$ cat src/rtl/poly_pkg.sv
// Shared types and sizes for the PolyMult frame loader.
// POLY_LOADER_CSUM_EN lengthens the frame by one trailing XOR checksum byte.
package poly_pkg;

  localparam int COEF_W = 8;
  localparam int N_COEF = 4;
`ifdef POLY_LOADER_CSUM_EN
  localparam int FRAME_LEN = 9;
`else
  localparam int FRAME_LEN = 8;
`endif
  // Wide enough to address the optional checksum byte as well.
  localparam int IDX_W = 4;

  typedef enum logic [1:0] {
    LOAD   = 2'd0,
    SETTLE = 2'd1,
    SEND   = 2'd2,
    CHECK  = 2'd3
  } poly_ld_state_t;

endpackage

$ cat src/rtl/poly_frame_loader_if.sv
// Byte streams plus the PolyMult coefficient/result bus around the loader.
// The loader is the slave; the parent (or bench) is the master.
interface poly_frame_loader_if;
  import poly_pkg::*;

  logic              in_valid;
  logic [COEF_W-1:0] in_data;
  logic              in_ready;
  logic [COEF_W-1:0] a0, a1, a2, a3;
  logic [COEF_W-1:0] b0, b1, b2, b3;
  logic [COEF_W-1:0] c0, c1, c2, c3;
  logic              out_valid;
  logic [COEF_W-1:0] out_data;
  logic              out_ready;
  logic              busy;
  logic              done;
  logic              err;

  modport slave (
    input  in_valid, in_data, c0, c1, c2, c3, out_ready,
    output in_ready, a0, a1, a2, a3, b0, b1, b2, b3,
           out_valid, out_data, busy, done, err
  );

  modport master (
    output in_valid, in_data, c0, c1, c2, c3, out_ready,
    input  in_ready, a0, a1, a2, a3, b0, b1, b2, b3,
           out_valid, out_data, busy, done, err
  );

endinterface

$ cat src/rtl/poly_frame_loader.sv
// Serial loader for PolyMult: collects A/B coefficient bytes, waits a settle time,
// then streams C0..C3 out. Optional checksum byte under POLY_LOADER_CSUM_EN.
module poly_frame_loader
  import poly_pkg::*;
#(
  parameter int SETTLE_CYCLES = 2
) (
  input logic              clk,
  input logic              rst,
  poly_frame_loader_if.slave bus
);

  poly_ld_state_t    state_reg, state_next;
  logic [IDX_W-1:0]  idx_reg, idx_next;
  logic [3:0]        cnt_reg, cnt_next;
  logic [1:0]        oidx_reg, oidx_next;
  logic              done_reg, done_next;
  logic              capture;
  logic              in_hs;

  logic [COEF_W-1:0] coef_reg [2*N_COEF];
  logic [COEF_W-1:0] res_reg  [N_COEF];
  logic [COEF_W-1:0] c_vec    [N_COEF];

`ifdef POLY_LOADER_CSUM_EN
  logic [COEF_W-1:0] csum_reg, csum_next;
  logic [COEF_W-1:0] chk_reg, chk_next;
  logic              err_reg, err_next;
`endif

  assign in_hs = bus.in_valid && (state_reg == LOAD);

  always_comb begin
    state_next = state_reg;
    idx_next   = idx_reg;
    cnt_next   = cnt_reg;
    oidx_next  = oidx_reg;
    done_next  = 1'b0;
    capture    = 1'b0;
`ifdef POLY_LOADER_CSUM_EN
    csum_next  = csum_reg;
    chk_next   = chk_reg;
    err_next   = 1'b0;
`endif
    case (state_reg)
      LOAD: begin
        if (in_hs) begin
`ifdef POLY_LOADER_CSUM_EN
          // Restart the running XOR on the first byte so no frame leaks into the next.
          if (idx_reg == '0)
            csum_next = bus.in_data;
          else if (idx_reg < IDX_W'(FRAME_LEN - 1))
            csum_next = csum_reg ^ bus.in_data;
          else
            chk_next = bus.in_data;
`endif
          if (idx_reg == IDX_W'(FRAME_LEN - 1)) begin
            idx_next = '0;
`ifdef POLY_LOADER_CSUM_EN
            state_next = CHECK;
`else
            state_next = SETTLE;
`endif
          end else begin
            idx_next = idx_reg + 1'b1;
          end
        end
      end
      SETTLE: begin
        if (cnt_reg == 4'(SETTLE_CYCLES - 1)) begin
          cnt_next   = '0;
          capture    = 1'b1;
          state_next = SEND;
        end else begin
          cnt_next = cnt_reg + 1'b1;
        end
      end
      SEND: begin
        if (bus.out_ready) begin
          if (oidx_reg == 2'd3) begin
            oidx_next  = '0;
            done_next  = 1'b1;
            state_next = LOAD;
          end else begin
            oidx_next = oidx_reg + 1'b1;
          end
        end
      end
`ifdef POLY_LOADER_CSUM_EN
      CHECK: begin
        if (csum_reg == chk_reg) begin
          state_next = SETTLE;
        end else begin
          err_next   = 1'b1;
          state_next = LOAD;
        end
      end
`endif
      default: state_next = LOAD;
    endcase
  end

  always_ff @(posedge clk or posedge rst) begin
    if (rst) begin
      state_reg <= LOAD;
      idx_reg   <= '0;
      cnt_reg   <= '0;
      oidx_reg  <= '0;
      done_reg  <= 1'b0;
    end else begin
      state_reg <= state_next;
      idx_reg   <= idx_next;
      cnt_reg   <= cnt_next;
      oidx_reg  <= oidx_next;
      done_reg  <= done_next;
    end
  end

`ifdef POLY_LOADER_CSUM_EN
  always_ff @(posedge clk or posedge rst) begin
    if (rst) begin
      csum_reg <= '0;
      chk_reg  <= '0;
      err_reg  <= 1'b0;
    end else begin
      csum_reg <= csum_next;
      chk_reg  <= chk_next;
      err_reg  <= err_next;
    end
  end
  assign bus.err = err_reg;
`else
  assign bus.err = 1'b0;
`endif

  // Checksum byte index (8) matches no coefficient slot, so it is never stored.
  genvar gi;
  generate
    for (gi = 0; gi < 2*N_COEF; gi++) begin : g_coef
      always_ff @(posedge clk or posedge rst) begin
        if (rst)
          coef_reg[gi] <= '0;
        else if (in_hs && (idx_reg == IDX_W'(gi)))
          coef_reg[gi] <= bus.in_data;
      end
    end
    for (gi = 0; gi < N_COEF; gi++) begin : g_res
      always_ff @(posedge clk or posedge rst) begin
        if (rst)
          res_reg[gi] <= '0;
        else if (capture)
          res_reg[gi] <= c_vec[gi];
      end
    end
  endgenerate

  assign c_vec[0] = bus.c0;
  assign c_vec[1] = bus.c1;
  assign c_vec[2] = bus.c2;
  assign c_vec[3] = bus.c3;

  assign bus.a0 = coef_reg[0];
  assign bus.a1 = coef_reg[1];
  assign bus.a2 = coef_reg[2];
  assign bus.a3 = coef_reg[3];
  assign bus.b0 = coef_reg[4];
  assign bus.b1 = coef_reg[5];
  assign bus.b2 = coef_reg[6];
  assign bus.b3 = coef_reg[7];

  assign bus.in_ready  = (state_reg == LOAD);
  assign bus.out_valid = (state_reg == SEND);
  assign bus.out_data  = res_reg[oidx_reg];
  assign bus.busy      = (state_reg != LOAD) || (idx_reg != '0);
  assign bus.done      = done_reg;

endmodule

$ cat src/flat_wrapper.sv
// flat-port wrapper written by rule: the top's interface ports become plain ports
module poly_frame_loader_flat import poly_pkg::*;
#(
  parameter int SETTLE_CYCLES = 2
)
  (clk, rst, bus_in_valid, bus_in_data, bus_c0, bus_c1, bus_c2, bus_c3, bus_out_ready, bus_in_ready, bus_a0, bus_a1, bus_a2, bus_a3, bus_b0, bus_b1, bus_b2, bus_b3, bus_out_valid, bus_out_data, bus_busy, bus_done, bus_err);
  poly_frame_loader_if bus_i ();
  input logic clk;
  input logic rst;
  input wire logic [$bits(bus_i.in_valid)-1:0] bus_in_valid;
  input wire logic [$bits(bus_i.in_data)-1:0] bus_in_data;
  input wire logic [$bits(bus_i.c0)-1:0] bus_c0;
  input wire logic [$bits(bus_i.c1)-1:0] bus_c1;
  input wire logic [$bits(bus_i.c2)-1:0] bus_c2;
  input wire logic [$bits(bus_i.c3)-1:0] bus_c3;
  input wire logic [$bits(bus_i.out_ready)-1:0] bus_out_ready;
  output wire logic [$bits(bus_i.in_ready)-1:0] bus_in_ready;
  output wire logic [$bits(bus_i.a0)-1:0] bus_a0;
  output wire logic [$bits(bus_i.a1)-1:0] bus_a1;
  output wire logic [$bits(bus_i.a2)-1:0] bus_a2;
  output wire logic [$bits(bus_i.a3)-1:0] bus_a3;
  output wire logic [$bits(bus_i.b0)-1:0] bus_b0;
  output wire logic [$bits(bus_i.b1)-1:0] bus_b1;
  output wire logic [$bits(bus_i.b2)-1:0] bus_b2;
  output wire logic [$bits(bus_i.b3)-1:0] bus_b3;
  output wire logic [$bits(bus_i.out_valid)-1:0] bus_out_valid;
  output wire logic [$bits(bus_i.out_data)-1:0] bus_out_data;
  output wire logic [$bits(bus_i.busy)-1:0] bus_busy;
  output wire logic [$bits(bus_i.done)-1:0] bus_done;
  output wire logic [$bits(bus_i.err)-1:0] bus_err;
  assign bus_i.in_valid = bus_in_valid;
  assign bus_i.in_data = bus_in_data;
  assign bus_i.c0 = bus_c0;
  assign bus_i.c1 = bus_c1;
  assign bus_i.c2 = bus_c2;
  assign bus_i.c3 = bus_c3;
  assign bus_i.out_ready = bus_out_ready;
  assign bus_in_ready = bus_i.in_ready;
  assign bus_a0 = bus_i.a0;
  assign bus_a1 = bus_i.a1;
  assign bus_a2 = bus_i.a2;
  assign bus_a3 = bus_i.a3;
  assign bus_b0 = bus_i.b0;
  assign bus_b1 = bus_i.b1;
  assign bus_b2 = bus_i.b2;
  assign bus_b3 = bus_i.b3;
  assign bus_out_valid = bus_i.out_valid;
  assign bus_out_data = bus_i.out_data;
  assign bus_busy = bus_i.busy;
  assign bus_done = bus_i.done;
  assign bus_err = bus_i.err;
  poly_frame_loader #(.SETTLE_CYCLES(SETTLE_CYCLES)) u_core (.clk(clk), .rst(rst), .bus(bus_i));
endmodule
$ cat config.mk
export PLATFORM = sky130hd
export DESIGN_NAME = poly_frame_loader_flat
export DESIGN_NICKNAME = d
export VERILOG_FILES = /design/src/rtl/poly_pkg.sv /design/src/rtl/poly_frame_loader_if.sv /design/src/rtl/poly_frame_loader.sv /design/src/flat_wrapper.sv
export SDC_FILE = /design/constraint.sdc
export NUM_CORES = 1
export LEC_CHECK = 0
export BUFFER_PORTS_ARGS = -buffer_cell sky130_fd_sc_hd__buf_2
export CAP_MARGIN = 20
export CORE_UTILIZATION = 40
export DETAILED_ROUTE_END_ITERATION = 10
export PLACE_DENSITY = 0.7
export SLEW_MARGIN = 20
export SYNTH_ARGS = -nofsm -noshare
export SYNTH_HDL_FRONTEND = slang
export SYNTH_SLANG_ARGS = --single-unit
export TNS_END_PERCENT = 20
$ cat constraint.sdc
create_clock -name clk -period 4.15 [get_ports clk]
set_clock_uncertainty 0.15 [all_clocks]
set_input_delay 0.415 -clock clk [delete_from_list [all_inputs] [get_ports clk]]
set_output_delay 0.415 -clock clk [all_outputs]
set_load 0.02 [all_outputs]
## Word-level counts from Yosys, hierarchy flattened

Cells that the tools add are included.

| cells by class | value |
|---|---|
| add/sub/neg operators | 3 |
| magnitude comparators | 1 |
| equal/unequal tests | 16 |
| mux-type cells | 17 |
| bitwise operators | 1 |
| reductions and logical operators | 17 |

Operator list:

| operator | number |
|---|---|
| 8-bit binary-select mux with 2-bit select | 1 |
| 4-bit by 3-bit == test with 1-bit output, second input constant | 4 |
| 8-bit 2-to-1 mux | 2 |
| 2-bit 2-to-1 mux | 6 |
| 1-bit logical AND | 9 |
| 4-bit by 1-bit adder with 4-bit output, second input constant | 2 |
| 4-bit by 1-bit == test with 1-bit output, second input constant | 2 |
| 4-bit by 2-bit == test with 1-bit output, second input constant | 2 |
| 4-bit 2-to-1 mux | 2 |
| 2-bit by 1-bit inequality test with 1-bit output, second input constant | 4 |
| 2-bit case mux with 3 select lines | 1 |
| 1-bit 2-to-1 mux | 5 |
| 5-bit AND reduction | 1 |
| 2-bit == test, second input constant | 2 |
| 4-bit zero test | 1 |
| 2-bit AND reduction | 2 |
| 4-bit nonzero test | 1 |
| 3-bit >= comparator, second input constant | 1 |
| 2-bit NOT with 3-bit output | 1 |
| 2-bit by 1-bit adder with 2-bit output, second input constant | 1 |
| 2-bit by 1-bit == test with 1-bit output, second input constant | 1 |
| 2-bit zero test | 1 |
| 2-bit inequality test, second input constant | 1 |
| 2-bit nonzero test | 1 |
| 1-bit logical OR | 1 |

| word-level totals | value |
|---|---|
| flip-flop bits (word level) | 109 |
| input bits | 44 |
| output and inout bits | 77 |

## Longest topological paths before layout

| logic depth | value |
|---|---|
| depth in word-level cells | 4 |
| mapped depth | 5 |

## Worst setup path after synthesis

OpenSTA, ideal clock, no wires.

| timing path | value |
|---|---|
| kind | flip-flop to flip-flop |
| start | register u_core.state_reg[1] |
| end | register u_core.coef_reg, in the netlist u_core.bus.b1[0] |
| arrival time | 1.625 ns |
| required time | 3.875 ns |
| setup slack | 2.250 ns |
| stages on the path, launching flop included | 5 |
| path buffers | 1 |
| path through | dfrtp_1 or4b_1 buf_4 nor2_8 mux2_2 |

| between the ends | value |
|---|---|
| cells in the longest elaborated chain, start to end | 3 |

RTL lines:

| element | line | source |
|---|---|---|
| start, declared | poly_frame_loader.sv:13 | `poly_ld_state_t state_reg, state_next;` |
| start signal, assigned | poly_frame_loader.sv:111 | `state_reg <= state_next;` |
| 2-bit zero test | poly_frame_loader.sv:31 | `assign in_hs = bus.in_valid && (state_reg == LOAD);` |
| 1-bit logical AND | poly_frame_loader.sv:31 |  |
| 1-bit logical AND | poly_frame_loader.sv:143 | `else if (in_hs && (idx_reg == IDX_W'(gi)))` |
| end signal, assigned by index | poly_frame_loader.sv:144 | `coef_reg[gi] <= bus.in_data;` |
| end, declared | poly_frame_loader.sv:21 | `logic [COEF_W-1:0] coef_reg [2*N_COEF];` |

Every way passes these cells.
A chain may end at the register's enable or synchronous reset.

## Worst setup path after layout

| timing path | value |
|---|---|
| start | register u_core.oidx_reg[0] |
| end | output bus_out_data[1] |

| between the ends | value |
|---|---|
| cells in the longest elaborated chain, start to end | 4 |

RTL lines:

| element | line | source |
|---|---|---|
| start, declared | poly_frame_loader.sv:16 | `logic [1:0] oidx_reg, oidx_next;` |
| start signal, assigned | poly_frame_loader.sv:114 | `oidx_reg <= oidx_next;` |
| 2-bit NOT with 3-bit output (implied by the code) | poly_frame_loader.sv:173 | `assign bus.out_data = res_reg[oidx_reg];` |
| 8-bit binary-select mux with 2-bit select | poly_frame_loader.sv:173 |  |
| 8-bit 2-to-1 mux (implied by the code) (2 in a row) | poly_frame_loader.sv:173 |  |
| end, declared | flat_wrapper.sv:27 | `output wire logic [$bits(bus_i.out_data)-1:0] bus_out_data;` |

Every way passes these cells. The select of a mux whose other input is x is not followed.

==> flow_results.org <==
** Synthesis
- After synthesis, the largest family of logic cells by area is multiplexers.
- Main area contributors after synthesis :: sky130_fd_sc_hd__dfrtp_1 60%, sky130_fd_sc_hd__mux2_2 24%, sky130_fd_sc_hd__mux4_2 4.0%
- sky130_fd_sc_hd__dfrtp_1 is the most common cell in the netlist.
- Area fraction in and, or, nand and nor cells after synthesis :: 6.79%
- Number of distinct library cells after synthesis :: 29
- Biggest area consumer among synthesized cells :: sky130_fd_sc_hd__dfrtp_1
- Counting every net in the synthesized netlist gives 330.
- During synthesis, Yosys emitted a total of 0 warnings.
- Adder-cell share of the synthesized area :: 1.37%
- After synthesis the cells add up to 0.00455 mm².
- Xor and xnor area share after synthesis :: 0.962%
- Share of synthesized area spent on multiplexers :: 28.7%
- Of the synthesized area, sequential elements account for 59.9%.
- The top cell type by area accounts for 59.9% of the synthesized area.
- Synthesis inferred 109 register bits.
- The most used flip-flop cell after synthesis is sky130_fd_sc_hd__dfrtp_1.
- Summing the areas of all compound-gate instances in the mapped netlist gives 0.247% of the synthesized area.
- For this run, asynchronously set or reset flops after synthesis account for 100%.
- Synthesized netlist cell count :: 281
- In this run the mean area of a mapped cell was 16.2 µm².
- Counting flops with a built-in enable in the synthesized netlist gives 0.
- In the synthesized netlist, the cells that appear most often are 109 x sky130_fd_sc_hd__dfrtp_1, 98 x sky130_fd_sc_hd__mux2_2, 11 x sky130_fd_sc_hd__nand2_1.

** Clock network
- TritonCTS created 9 clock buffers.
- No sink is reached through more buffers than the 2 on the longest clock path.
- Post-cts repair resize count :: 0
- After clock tree synthesis, the clock-pin slew on the worst setup and hold paths is 0.07 ns.
- Hold buffers post-CTS :: 1
- The clock net in this run drives a total of 109 sinks.
- The clock reaches the later pin of the worst-skew pair after 0.34 ns.
- Buffers added to address setup during post-CTS repair amount to 0.
- The tree is rooted in a sky130_fd_sc_hd__clkbuf_16.
- TritonCTS clock tree :: done
- H-tree levels :: 3

** Critical path
- Crit. path cell count :: 2
- The worst register-to-register path begins at u_core.state_reg[1].
- In this run the register-to-register setup slack is 1.84 ns.
- At the worst endpoint, the required time is 3.59 ns.
- CP Cell Sequence :: mux4_2 > buf_2
- Worst reg2reg path endpoint :: u_core.bus.b3[3]
- Kind of start point of the critical path :: flip-flop
- The worst setup path is captured at an output port.
- On the critical path the largest part of the delay comes from flip-flops.
- The number of buffers and inverters on the critical path is 1.
- The setup path with the least slack is of type reg -> out.
- Start point of the critical path :: u_core.oidx_reg[0]
- Critical Path Max Stage Delay :: 0.75 ns
- Along the worst path, the maximum fanout reaches 11.
- The critical path ends at bus_out_data[1].
- FF-to-FF path depth :: 3
- Master of the slowest instance on the critical path :: sky130_fd_sc_hd__dfrtp_1
- Data on the critical path arrives at its endpoint at 1.86 ns.

** Global routing
- The via count of the first global-routing pass came to 2,869.
- In the global route stage, overall resource usage came out at 17.7%.
- Summed over all layers, the global routing overflow is 0.
- The number of antenna violations at the first check in global routing is 0.
- Pin count of the biggest net entering global routing :: 42
- The first global-routing pass estimated 15,500 µm of wire.

** Timing
- Setup repair after global routing missed its margin :: no
- The clock period could shrink to 2.43 ns.
- Number of endpoints failing setup at the final stage :: 0
- Final clock period utilization by the worst path :: 58.5%
- After routing, the total negative slack on setup checks comes to 0 ns.
- Fmax achieved :: 412 MHz
- Setup slack on the critical path of the routed design comes to 1.72 ns.
- The hold violation count in the final report was 0.
- In this run the tightest slew margin relative to its limit is 52.9%.
- The final count of pins violating max slew is 0.
- At the pin with the least slew margin, the transition time is 0.707 ns.

** Finish
- Once layout is complete, the utilization of the core stands at 51.1%.
- Max FFs per register :: 32
- Fin cells :: 551
- Post-layout net count :: 455
- Share of layout cells above drive strength 1 :: 61.6%
- Antenna Diode Count :: 0
- The area growth from synthesis to layout is 23.3%.
- The layout has 956 filler cells.

** Power
- In this run the static leakage power is 2.77 nW.
- Final total power :: 4.77 mW
- For this design the ratio of total power to cell area is 850 mW/mm².
- VDD sags by at most 383 µV.

** Placement
- Post-DP HPWL :: 6850 µm
- Before CTS, the worst setup slack after placement is 1.85 ns.
- Final RePlAce weighted congestion :: 0.773
- The count of buffers added on input and output ports is 119.
- Post-placement cell count :: 534

** Route
- Average routed wire per standard cell :: 17.3 µm
- Number of violations reported at the end of detailed-routing iteration 0 :: 107
- Residual antenna-violating net count after detailed routing :: 0
- In the routed design, unresolved DRC markers number 0.
- Before antenna repair, the detailed router went through 4 iterations.
- Summed over all layers, the routed wires come to 9510 µm.
- Vias per std cell :: 4.92
- The routed layout has 2,712 vias.

** Floorplan
- Effective utilization at floorplan :: 41.4%
- The floorplan step defined a die boundary enclosing 0.0118 mm².
- Core Area :: 0.0110 mm²
- The floorplan step set the die height to 109 µm.
- The die is 109 µm wide.
- Pin placement for this block handled 121 I/O pins.
- Floorplan row count :: 38

** Worst hold path
- The tightest min-delay check is of the in -> reg type.

** Status
- The run finished with clean final reports.

** Flow run
- Max-cap check violation count :: 0
-- cell usage in the layout (no fill, tap or decap), types with 5 or more instances in the layout --
master and n:
sky130_fd_sc_hd__buf_2 119, sky130_fd_sc_hd__dfrtp_1 109, sky130_fd_sc_hd__mux2_2 98, sky130_fd_sc_hd__nand2_1 11, sky130_fd_sc_hd__clkbuf_16 9, sky130_fd_sc_hd__nor2_8 8, sky130_fd_sc_hd__mux4_2 8, sky130_fd_sc_hd__nor2_1 7
sky130_fd_sc_hd__ha_1 5
-- how the worst min path moves through the flow --
stage / startpoint / endpoint / slack (ns) / cells past startpoint
6_report: bus_c0[2] / u_core.res_reg[26] / 0.15 / 2
5_1_grt: bus_c2[1] / u_core.res_reg[9] / 0.15 / 2
4_1_cts: bus_c0[2] / u_core.res_reg[26] / 0.14 / 2
3_5_place_dp: u_core.bus.a1[7] / u_core.bus.a1[7] / 0.33 / 1
3_3_place_gp: u_core.bus.a1[0] / u_core.bus.a1[0] / 0.32 / 1
2_1_floorplan: u_core.cnt_reg[3] / u_core.cnt_reg[3] / 0.32 / 1
-- through the flow --
| stage | instance area (µm²) | hold WS, ns |
|---|---|---|
| 6_report | 5610 | 0.148 |
| 4_1_cts | 5610 | 0.140 |
| 5_1_grt | 5610 | 0.146 |
| 2_1_floorplan | 4550 | 0.318 |
| 3_3_place_gp | 5280 | 0.316 |
| 3_5_place_dp | 5280 | 0.328 |
-- worst reg2reg max path: cells and delay by family (launching register included) --
family	cells	cell delay [ns]
mux	1	0.37
flops	1	0.43
simple gates	2	1.24
-- metal layers --
metal / part of all wire (%) / vias to the layer above / global-route usage (%)
met3: 3.1 / 8 / 3.35
met5: 0 / - / 0
met2: 50 / 47 / 28.5
met1: 45 / 1411 / 23.7
met4: 1.7 / 0 / 7.24
li1: - / 1246 / -
-- power breakdown --
part / switching, mW / leakage [nW] / internal, mW / total, mW
Clock: 0.391 / 0.157 / 0.536 / 0.928
Sequential: 0.328 / 1.33 / 1.57 / 1.90
Combinational: 1.07 / 1.29 / 0.878 / 1.94
Total: 1.78 / 2.77 / 2.98 / 4.77
-- layout make-up --
| class | instances | area [µm²] | share of cell area, % |
|---|---|---|---|
| flip-flops and latches | 109 | 2730 | 48.6 |
| clock buffers | 9 | 225 | 4.01 |
| repair buffers | 123 | 628 | 11.2 |
| well taps | 140 | 175 | 3.12 |
| multi-input cells | 159 | 1740 | 30.9 |
| inverters | 4 | 17.5 | 0.312 |
| clock inverters | 7 | 103 | 1.83 |
-- logic make-up after synthesis --
kind of cell,count (synthesis)
and+or+nand+nor,38
buffers and inverters,13
muxes,108
adders and majority gates,5
other,1
xor gates and xnor gates,5
AOI/OAI and AO/OA,2
DFF,109
Note: power is estimated with default switching activity, not from simulation.
